$ cat src/rtl/sev_seg_scan_driver.sv
// Time-multiplexed common-anode seven-segment driver: shadows a packed hex value and scans
// one digit per refresh period. Define LEADING_ZERO_BLANK_EN to blank leading zero digits.
module sev_seg_scan_driver #(
  parameter int unsigned NUM_DIGITS  = 4,
  parameter int unsigned REFRESH_DIV = 100000
) (
  input  logic                    clk,
  input  logic                    rst,
  input  logic [4*NUM_DIGITS-1:0] value,
  input  logic [NUM_DIGITS-1:0]   dp_in,
  input  logic [NUM_DIGITS-1:0]   digit_en,
  input  logic                    load,
  output logic [6:0]              ca,
  output logic                    dp,
  output logic [NUM_DIGITS-1:0]   an,
  output logic                    digit_tick
);

  localparam int unsigned IdxW   = (NUM_DIGITS > 1) ? $clog2(NUM_DIGITS) : 1;
  localparam int unsigned PrescW = $clog2(REFRESH_DIV);

  logic [4*NUM_DIGITS-1:0] value_q, value_d;
  logic [NUM_DIGITS-1:0]   dp_q, dp_d;
  logic [PrescW-1:0]       presc_q, presc_d;
  logic [IdxW-1:0]         index_q, index_d;
  logic                    tick_q, tick_d;
  logic [6:0]              ca_q, ca_d;
  logic                    dp_out_q, dp_out_d;
  logic [NUM_DIGITS-1:0]   an_q, an_d;

  logic                    wrap;
  logic [3:0]              cur_nib;
  logic                    cur_dp;
  logic                    cur_en;
  logic                    blank;

  function automatic logic [6:0] hex_to_seg(input logic [3:0] nib);
    logic [6:0] seg;
    unique case (nib)
      4'h0: seg = 7'b0000001;
      4'h1: seg = 7'b1001111;
      4'h2: seg = 7'b0010010;
      4'h3: seg = 7'b0000110;
      4'h4: seg = 7'b1001100;
      4'h5: seg = 7'b0100100;
      4'h6: seg = 7'b0100000;
      4'h7: seg = 7'b0001111;
      4'h8: seg = 7'b0000000;
      4'h9: seg = 7'b0000100;
      4'hA: seg = 7'b0001000;
      4'hB: seg = 7'b1100000;
      4'hC: seg = 7'b0110001;
      4'hD: seg = 7'b1000010;
      4'hE: seg = 7'b0110000;
      default: seg = 7'b0111000;
    endcase
    return seg;
  endfunction

  // Shadow capture, prescaler and scan index.
  always_comb begin
    value_d = load ? value : value_q;
    dp_d    = load ? dp_in : dp_q;
    wrap    = (presc_q == PrescW'(REFRESH_DIV - 1));
    presc_d = wrap ? '0 : presc_q + 1'b1;
    tick_d  = wrap;
    index_d = index_q;
    if (wrap) begin
      if (index_q == IdxW'(NUM_DIGITS - 1)) begin
        index_d = '0;
      end else begin
        index_d = index_q + 1'b1;
      end
    end
  end

  // Select the scanned digit's nibble, dp request and live enable.
  always_comb begin
    cur_nib = 4'h0;
    cur_dp  = 1'b0;
    cur_en  = 1'b0;
    for (int i = 0; i < int'(NUM_DIGITS); i++) begin
      if (index_q == IdxW'(i)) begin
        cur_nib = value_q[4*i +: 4];
        cur_dp  = dp_q[i];
        cur_en  = digit_en[i];
      end
    end
  end

`ifdef LEADING_ZERO_BLANK_EN
  logic [NUM_DIGITS-1:0] zero_from;

  // zero_from[i]: nibbles i..NUM_DIGITS-1 of the shadow are all zero.
  always_comb begin
    zero_from = '0;
    zero_from[NUM_DIGITS-1] = (value_q[4*NUM_DIGITS-1 -: 4] == 4'h0);
    for (int i = int'(NUM_DIGITS) - 2; i >= 0; i--) begin
      zero_from[i] = zero_from[i+1] && (value_q[4*i +: 4] == 4'h0);
    end
    blank = 1'b0;
    for (int i = 1; i < int'(NUM_DIGITS); i++) begin
      if (index_q == IdxW'(i)) begin
        blank = zero_from[i];
      end
    end
  end
`else
  assign blank = 1'b0;
`endif

  // Registered output stage; a disabled digit keeps its slot with all anodes off.
  always_comb begin
    an_d = '1;
    for (int i = 0; i < int'(NUM_DIGITS); i++) begin
      if (index_q == IdxW'(i) && cur_en) begin
        an_d[i] = 1'b0;
      end
    end
    ca_d     = blank ? 7'b1111111 : hex_to_seg(cur_nib);
    dp_out_d = ~cur_dp;
  end

  always_ff @(posedge clk) begin
    if (rst) begin
      value_q  <= '0;
      dp_q     <= '0;
      presc_q  <= '0;
      index_q  <= '0;
      tick_q   <= 1'b0;
      ca_q     <= 7'b1111111;
      dp_out_q <= 1'b1;
      an_q     <= '1;
    end else begin
      value_q  <= value_d;
      dp_q     <= dp_d;
      presc_q  <= presc_d;
      index_q  <= index_d;
      tick_q   <= tick_d;
      ca_q     <= ca_d;
      dp_out_q <= dp_out_d;
      an_q     <= an_d;
    end
  end

  assign ca         = ca_q;
  assign dp         = dp_out_q;
  assign an         = an_q;
  assign digit_tick = tick_q;

endmodule

$ cat config.mk
export PLATFORM = sky130hd
export DESIGN_NAME = sev_seg_scan_driver
export DESIGN_NICKNAME = d
export VERILOG_FILES = /design/src/rtl/sev_seg_scan_driver.sv
export SDC_FILE = /design/constraint.sdc
export NUM_CORES = 1
export LEC_CHECK = 0
export ABC_AREA = 0
export BUFFER_PORTS_ARGS = -buffer_cell sky130_fd_sc_hd__clkbuf_2
export CORE_UTILIZATION = 55
export DETAILED_ROUTE_END_ITERATION = 8
export PLACE_DENSITY = 0.78
export SYNTH_ARGS = -nofsm -noshare
export SYNTH_HDL_FRONTEND = slang
export SYNTH_SLANG_ARGS = --single-unit
$ cat constraint.sdc
create_clock -name clk -period 3.2 [get_ports clk]
set_input_delay 0.16 -clock clk [delete_from_list [all_inputs] [get_ports clk]]
set_output_delay 0.16 -clock clk [all_outputs]
set_load 0.01 [all_outputs]
==> results.json, run 1 <==
{
  "hold_viol": 0,
  "nFillCells": 331,
  "die_w_um": 68.40,
  "grt_max_degree": 27,
  "clk_latency_ns": 0.30,
  "hpwl_um": 3127,
  "total_leakage_power_uw": 0.001192,
  "startpoint_type": "flip-flop",
  "grt_pass1_wl_um": 7286,
  "yosys.area.top_type": "dfxtp_1",
  "synth_area_leaders": "dfxtp_1 (43%), mux2i_1 (9.9%), nor2_1 (7.4%)",
  "path_delay_family": "compound AO/OA/AOI/OAI gates",
  "power.density_mw_per_mm2": 469.0,
  "portBuffers": 39,
  "core_mm2": 0.004115,
  "track_usage_pct": 21.25,
  "max_stage_delay_ns": 0.59,
  "fin_skew_ns": 0.006687,
  "critPathMostFrequentCell": "ha_1",
  "synth_seq_area_share_pct": 42.93,
  "report.final.setup_viol": 0,
  "dpl_cell_area_mm2": 0.002605,
  "drv_slew": 0,
  "ys.flop_type": "dfxtp_1",
  "status": "complete, no violations",
  "max-cap-violations": 0,
  "io_pins": 40,
  "cp_cell_sequence": "ha_1, a211o_1, a21oi_2, a221oi_2, inv_1, ha_1, nor2b_1, a2111oi_2, a31oi_1",
  "cp_num_buf_inv": 1,
  "clk_pin_slew_ns": 0.09,
  "numCtsBuffers": 5,
  "wl_um": 4426,
  "cts_resized": 0,
  "endpoint_kind": "flip-flop",
  "overflow": 0,
  "drc": 0,
  "p_total_uw": 1279,
  "final.min_clock_period_ns": 2.720,
  "first_global_vias": 1654,
  "rsz0062_at_grt": "false",
  "ctsHtreeMaxLevel": 2,
  "cts_tree": "built",
  "ctsHoldBuffers": 0,
  "finalInstanceArea_mm2": 0.002726,
  "synth_cell_types": 42,
  "critical_path_class": "flip-flop to flip-flop",
  "dieArea_mm2": 0.004679,
  "tns_ns": 0,
  "cts_buffer_depth": 2,
  "fin_crit_sh_pct": 84.98,
  "postRouteAntennaNets": 0,
  "dr.pass1.iters": 6,
  "hold_slack_ns": 0.08452,
  "postCtsSetupBuffers": 0,
  "cts.sinks": 52,
  "fin_util_pct": 66.25,
  "top_layer": "met4",
  "rows": 23,
  "ys_warn_count": 0,
  "num-nets-final": 330,
  "cp.arrival_ns": 2.87,
  "cts-root-buf": "clkbuf_8",
  "antenna_found_initial": 0,
  "place_congestion": 0.8579,
  "min-delay-path-class": "input port to flip-flop",
  "die_h_um": 68.40,
  "drtIter0Drc": 112,
  "route.met3.wl_um": 185,
  "synth_cells": 257,
  "slowest_stage": "ha_1",
  "fmax_ghz": 0.3677,
  "synth_area_mm2": 0.002425,
  "max-slew-margin-rel_pct": 52.26,
  "synth.top_cell.area_share_pct": 42.93,
  "crit_fanout": 19,
  "synth-edff-count": 0,
  "synth.avg_cell_area_um2": 9.435,
  "ys_seq_elements": 52,
  "ir_drop_mv": 0.2862,
  "wire_per_inst_um": 12.90,
  "viasPerCell": 5.341,
  "wl_met1_um": 2052,
  "synthArstFlopShare_pct": 0,
  "start_util_pct": 58.92,
  "required_ns": 3.35,
  "worstMarginPinSlew_ns": 0.7148,
  "n_antenna_cell": 0,
  "vias": 1832,
  "syn-num-nets": 295,
  "syn2layout_area_growth_pct": 12.44,
  "wl_met2_um": 2170,
  "layout-drive-gt1-share_pct": 20.82
}
final timing paths:
check                           startpoint          end  slack, ns  cells past startpoint
worst max-delay path            index_q[0]        ca[3]       0.48                      9
worst min-delay path             value[14]  value_q[14]       0.08                      3
worst max register to register  index_q[0]        ca[3]       0.48                      9
worst min register to register  presc_q[0]   presc_q[0]       0.50                      1
cell usage after synthesis (all sizes together), types with 3 or more instances:
| cell | number |
|---|---|
| nand2 | 21 |
| nor2 | 48 |
| nand3b | 5 |
| clkbuf | 4 |
| xnor2 | 8 |
| dfxtp | 52 |
| nor3b | 4 |
| a221oi | 3 |
| buf | 9 |
| a211oi | 6 |
| and3 | 5 |
| nor3 | 3 |
| mux2i | 24 |
| a21oi | 5 |
| ha | 11 |
| xor2 | 7 |
| nor2b | 5 |
| nand3 | 7 |
| inv | 10 |
per-stage QoR:
stage / std cells / worst slack, ns
6_report: 343 / 0.4805
5_1_grt: 343 / 0.2447
4_1_cts: 343 / 0.4878
3_5_place_dp: 335 / 0.5666
3_3_place_gp: 335 / 0.7073
2_1_floorplan: 257 / 0.9573
per-layer routing:
metal | GRT usage [%] | vias to the layer above
met2 | 35.17 | 42
met5 | 0 | -
li1 | - | 939
met3 | 4.500 | 2
met4 | 9.115 | 0
met1 | 26.37 | 849
flip-flops by register name, indices dropped and copies added, names as in the netlist:
name / flops
presc_q: 17
value_q: 16
ca: 7
an: 4
dp_q: 4
index_q: 2
digit_tick: 1
dp: 1
kinds of logic (layout without fill, tap and decap cells):
logic type                 count (synthesis)  in the layout  synth area share (%)
xor gates and xnor gates                  15             15                 5.418
DFF                                       52             52                 42.93
buffers and inverters                     23             59                 5.366
adders and majority gates                 11             11                 5.676
and+or+nand+nor                          104            104                 20.12
muxes                                     26             26                 10.99
AOI/OAI and AO/OA                         26             26                 9.494
final cells by class:
type / instances / area (um2) / share of cell area, %
Timing Repair Buffer: 41 / 210.2 / 7.710
Clock buffer: 6 / 82.58 / 3.029
Tap cell: 50 / 62.56 / 2.295
Clock inverter: 2 / 38.79 / 1.423
Sequential cell: 52 / 1041 / 38.18
Inverter: 10 / 37.54 / 1.377
Multi-Input combinational cell: 182 / 1254 / 45.98
tightest hold or removal path: cells and delay by family:
kind / cells / cell delay [ns]
multiplexers: 1 / 0.05
AND/OR/NAND/NOR: 1 / 0.07
buffers and inverters: 1 / 0.07
where the power goes:
group	internal [uW]	total [uW]	leakage [uW]	switching, uW
clock network	256	465	0.0000614	210
logic	58.9	125	0.000704	65.8
registers	675	688	0.000427	13.9
cells in the final DEF, fill, tap and decap left out, drive strengths merged, types with 4 or more instances in the layout:
cell,count
clkbuf,45
nand3b,5
a21oi,5
a211oi,6
dfxtp,52
nor2,48
nand2,21
and3,5
xnor2,8
nand3,7
nor3b,4
xor2,7
mux2i,24
ha,11
nor2b,5
inv,10
No activity file was read; power rests on OpenSTA's default activity.
==> inputs of run 2 (changes only) <==
--- a/config.mk
+++ b/config.mk
@@ -7,9 +7,9 @@
 export LEC_CHECK = 0
 export ABC_AREA = 0
 export BUFFER_PORTS_ARGS = -buffer_cell sky130_fd_sc_hd__clkbuf_2
-export CORE_UTILIZATION = 55
+export CORE_UTILIZATION = 50
 export DETAILED_ROUTE_END_ITERATION = 8
-export PLACE_DENSITY = 0.78
+export PLACE_DENSITY = 0.75
 export SYNTH_ARGS = -nofsm -noshare
 export SYNTH_HDL_FRONTEND = slang
 export SYNTH_SLANG_ARGS = --single-unit
==> constraint.sdc (replaced) <==
create_clock -name clk -period 2.5 [get_ports clk]
set_input_delay 0.125 -clock clk [delete_from_list [all_inputs] [get_ports clk]]
set_output_delay 0.125 -clock clk [all_outputs]
set_load 0.01 [all_outputs]
==> results.json, run 2 (synthesis results as in run 1) <==
{
  "whs_path_depth": 3,
  "cts_tree": "built",
  "drtIter0Drc": 168,
  "grt_pass1_wl_um": 8252,
  "drv_slew": 0,
  "drc": 0,
  "finalInstanceArea_mm2": 0.002751,
  "core_mm2": 0.004504,
  "n_antenna_cell": 0,
  "startpoint_type": "flip-flop",
  "rr_startpoint": "index_q[0]",
  "timing.final.ws_setup_ns": 0.2238,
  "max-cap-violations": 0,
  "place_congestion": 0.9335,
  "required_ns": 2.66,
  "fin_crit_sh_pct": 91.05,
  "p_comb_share_pct": 10.8,
  "first_global_vias": 1778,
  "dp_slack_ns": 0.1511,
  "report.final.setup_viol": 0,
  "hpwl_um": 3560,
  "start_util_pct": 53.83,
  "dpl.cell_count": 343,
  "max-slew-margin-rel_pct": 58.57,
  "num-nets-final": 336,
  "critical_path_class": "flip-flop to flip-flop",
  "hold_viol": 0,
  "syn2layout_area_growth_pct": 13.47,
  "largest_reg_flops": 17,
  "rrSetupSlack_ns": 0.22,
  "wl_um": 4667,
  "die_w_um": 71.64,
  "viasPerCell": 5.382,
  "switching_share_pct": 24.52,
  "cp.arrival_ns": 2.44,
  "final_cell_mix": "dfxtp_1 (52), nor2_1 (48), clkbuf_2 (39)",
  "fmax_ghz": 0.4393,
  "cts-root-buf": "clkbuf_8",
  "ctsHoldBuffers": 0,
  "crit_fanout": 8,
  "p_int_uw": 1141,
  "die_h_um": 71.64,
  "power.density_mw_per_mm2": 549.5,
  "nFillCells": 386,
  "reg2regPathDepth": 9,
  "min-delay-path-class": "input port to flip-flop",
  "seq_power_share_pct": 58.4,
  "multi_input_area_mm2": 0.001266,
  "portBuffers": 39,
  "worstReg2RegEnd": "ca[3]",
  "tns_ns": 0,
  "endpoint_kind": "flip-flop",
  "fin_util_pct": 61.08,
  "fin_skew_ns": 0.01369,
  "antenna_found_initial": 0,
  "regArea_mm2": 0.001041,
  "worstHoldEndpoint": "value_q[10]",
  "total_leakage_power_uw": 0.001208,
  "rows": 24,
  "clkPwrFrac_pct": 30.8,
  "final.min_clock_period_ns": 2.276,
  "postCtsSetupBuffers": 0,
  "final_cells": 351,
  "clk_latency_ns": 0.30,
  "layout_commonest_cell": "dfxtp_1",
  "dpl_cell_area_mm2": 0.002653,
  "wire_per_inst_um": 13.30,
  "status": "complete, no violations",
  "min-delay-start": "value[10]",
  "overflow": 0,
  "clk_pin_slew_ns": 0.09,
  "regMostFlops": "presc_q",
  "io_pins": 40,
  "postRouteAntennaNets": 0,
  "power_switching_uw": 370.7,
  "dieArea_mm2": 0.005132,
  "layout-drive-gt1-share_pct": 23.41,
  "rsz0062_at_grt": "false",
  "ir_drop_mv": 0.3395,
  "track_usage_pct": 20.59,
  "ctsHtreeMaxLevel": 2,
  "numCtsBuffers": 5,
  "cts.sinks": 52,
  "dr.pass1.iters": 4,
  "grt_max_degree": 27,
  "vias": 1889,
  "cts_buffer_depth": 2,
  "worstMarginPinSlew_ns": 0.6215
}
## run 2: repair_timing
item | 4_1_cts | 5_1_grt
resized for setup | 0 | 4
setup endpoints to repair | 0 | 1
endpoints found under the hold margin | 0 | 0
## run 2: power by group through the flow
stage          registers [uW]  logic [uW]  clock network (uW)
5_1_grt                   886         183                 518
4_1_cts                   882         165                 485
2_1_floorplan             902         106                   0
3_3_place_gp              901         161                   0
3_5_place_dp              902         165                   0
6_report                  882         163                 466
## run 2: layout make-up
cell class | instances | area share [%]
flip-flops and latches | 52 | 37.84
well taps | 52 | 2.365
inverters | 10 | 1.364
multi-input cells | 182 | 46.02
repair buffers | 47 | 9.277
clock inverters | 2 | 0.5002
clock buffers | 6 | 2.638
## run 2: worst max path at each step
| stage | start | to | slack [ns] | cells past startpoint |
|---|---|---|---|---|
| 5_1_grt | index_q[0] | ca[3] | 0.03 | 9 |
| 4_1_cts | index_q[1] | ca[3] | 0.12 | 10 |
| 3_3_place_gp | index_q[1] | ca[3] | 0.29 | 10 |
| 2_1_floorplan | index_q[1] | ca[3] | 0.26 | 11 |
| 3_5_place_dp | index_q[1] | ca[3] | 0.15 | 10 |
| 6_report | index_q[0] | ca[3] | 0.22 | 9 |
## run 2: stage by stage
step / power (uW) / hold WS (ns)
global route: 1588 / 0.04558
finish: 1512 / 0.05548
CTS: 1532 / 0.04224
detailed placement: 1067 / 0.3650
floorplan: 1008 / 0.2097
global placement: 1062 / 0.3585
## run 2: worst max-delay path, stage by stage, from the launching register on
cell	delay, ns
dfxtp_1	0.41
ha_1	0.37
a211o_1	0.16
a21oi_2	0.04
a221oi_2	0.20
inv_1	0.11
ha_1	0.24
nor2b_1	0.16
a2111oi_2	0.37
a31oi_1	0.07
## run 2: routing by layer
metal  part of all wire (%)  track usage (%)  wire [um]
met2                     46            32.81       2125
met3                    4.3            4.782        202
met4                    2.5            7.843        118
met1                     48            27.15       2221
met5                      0                0          0
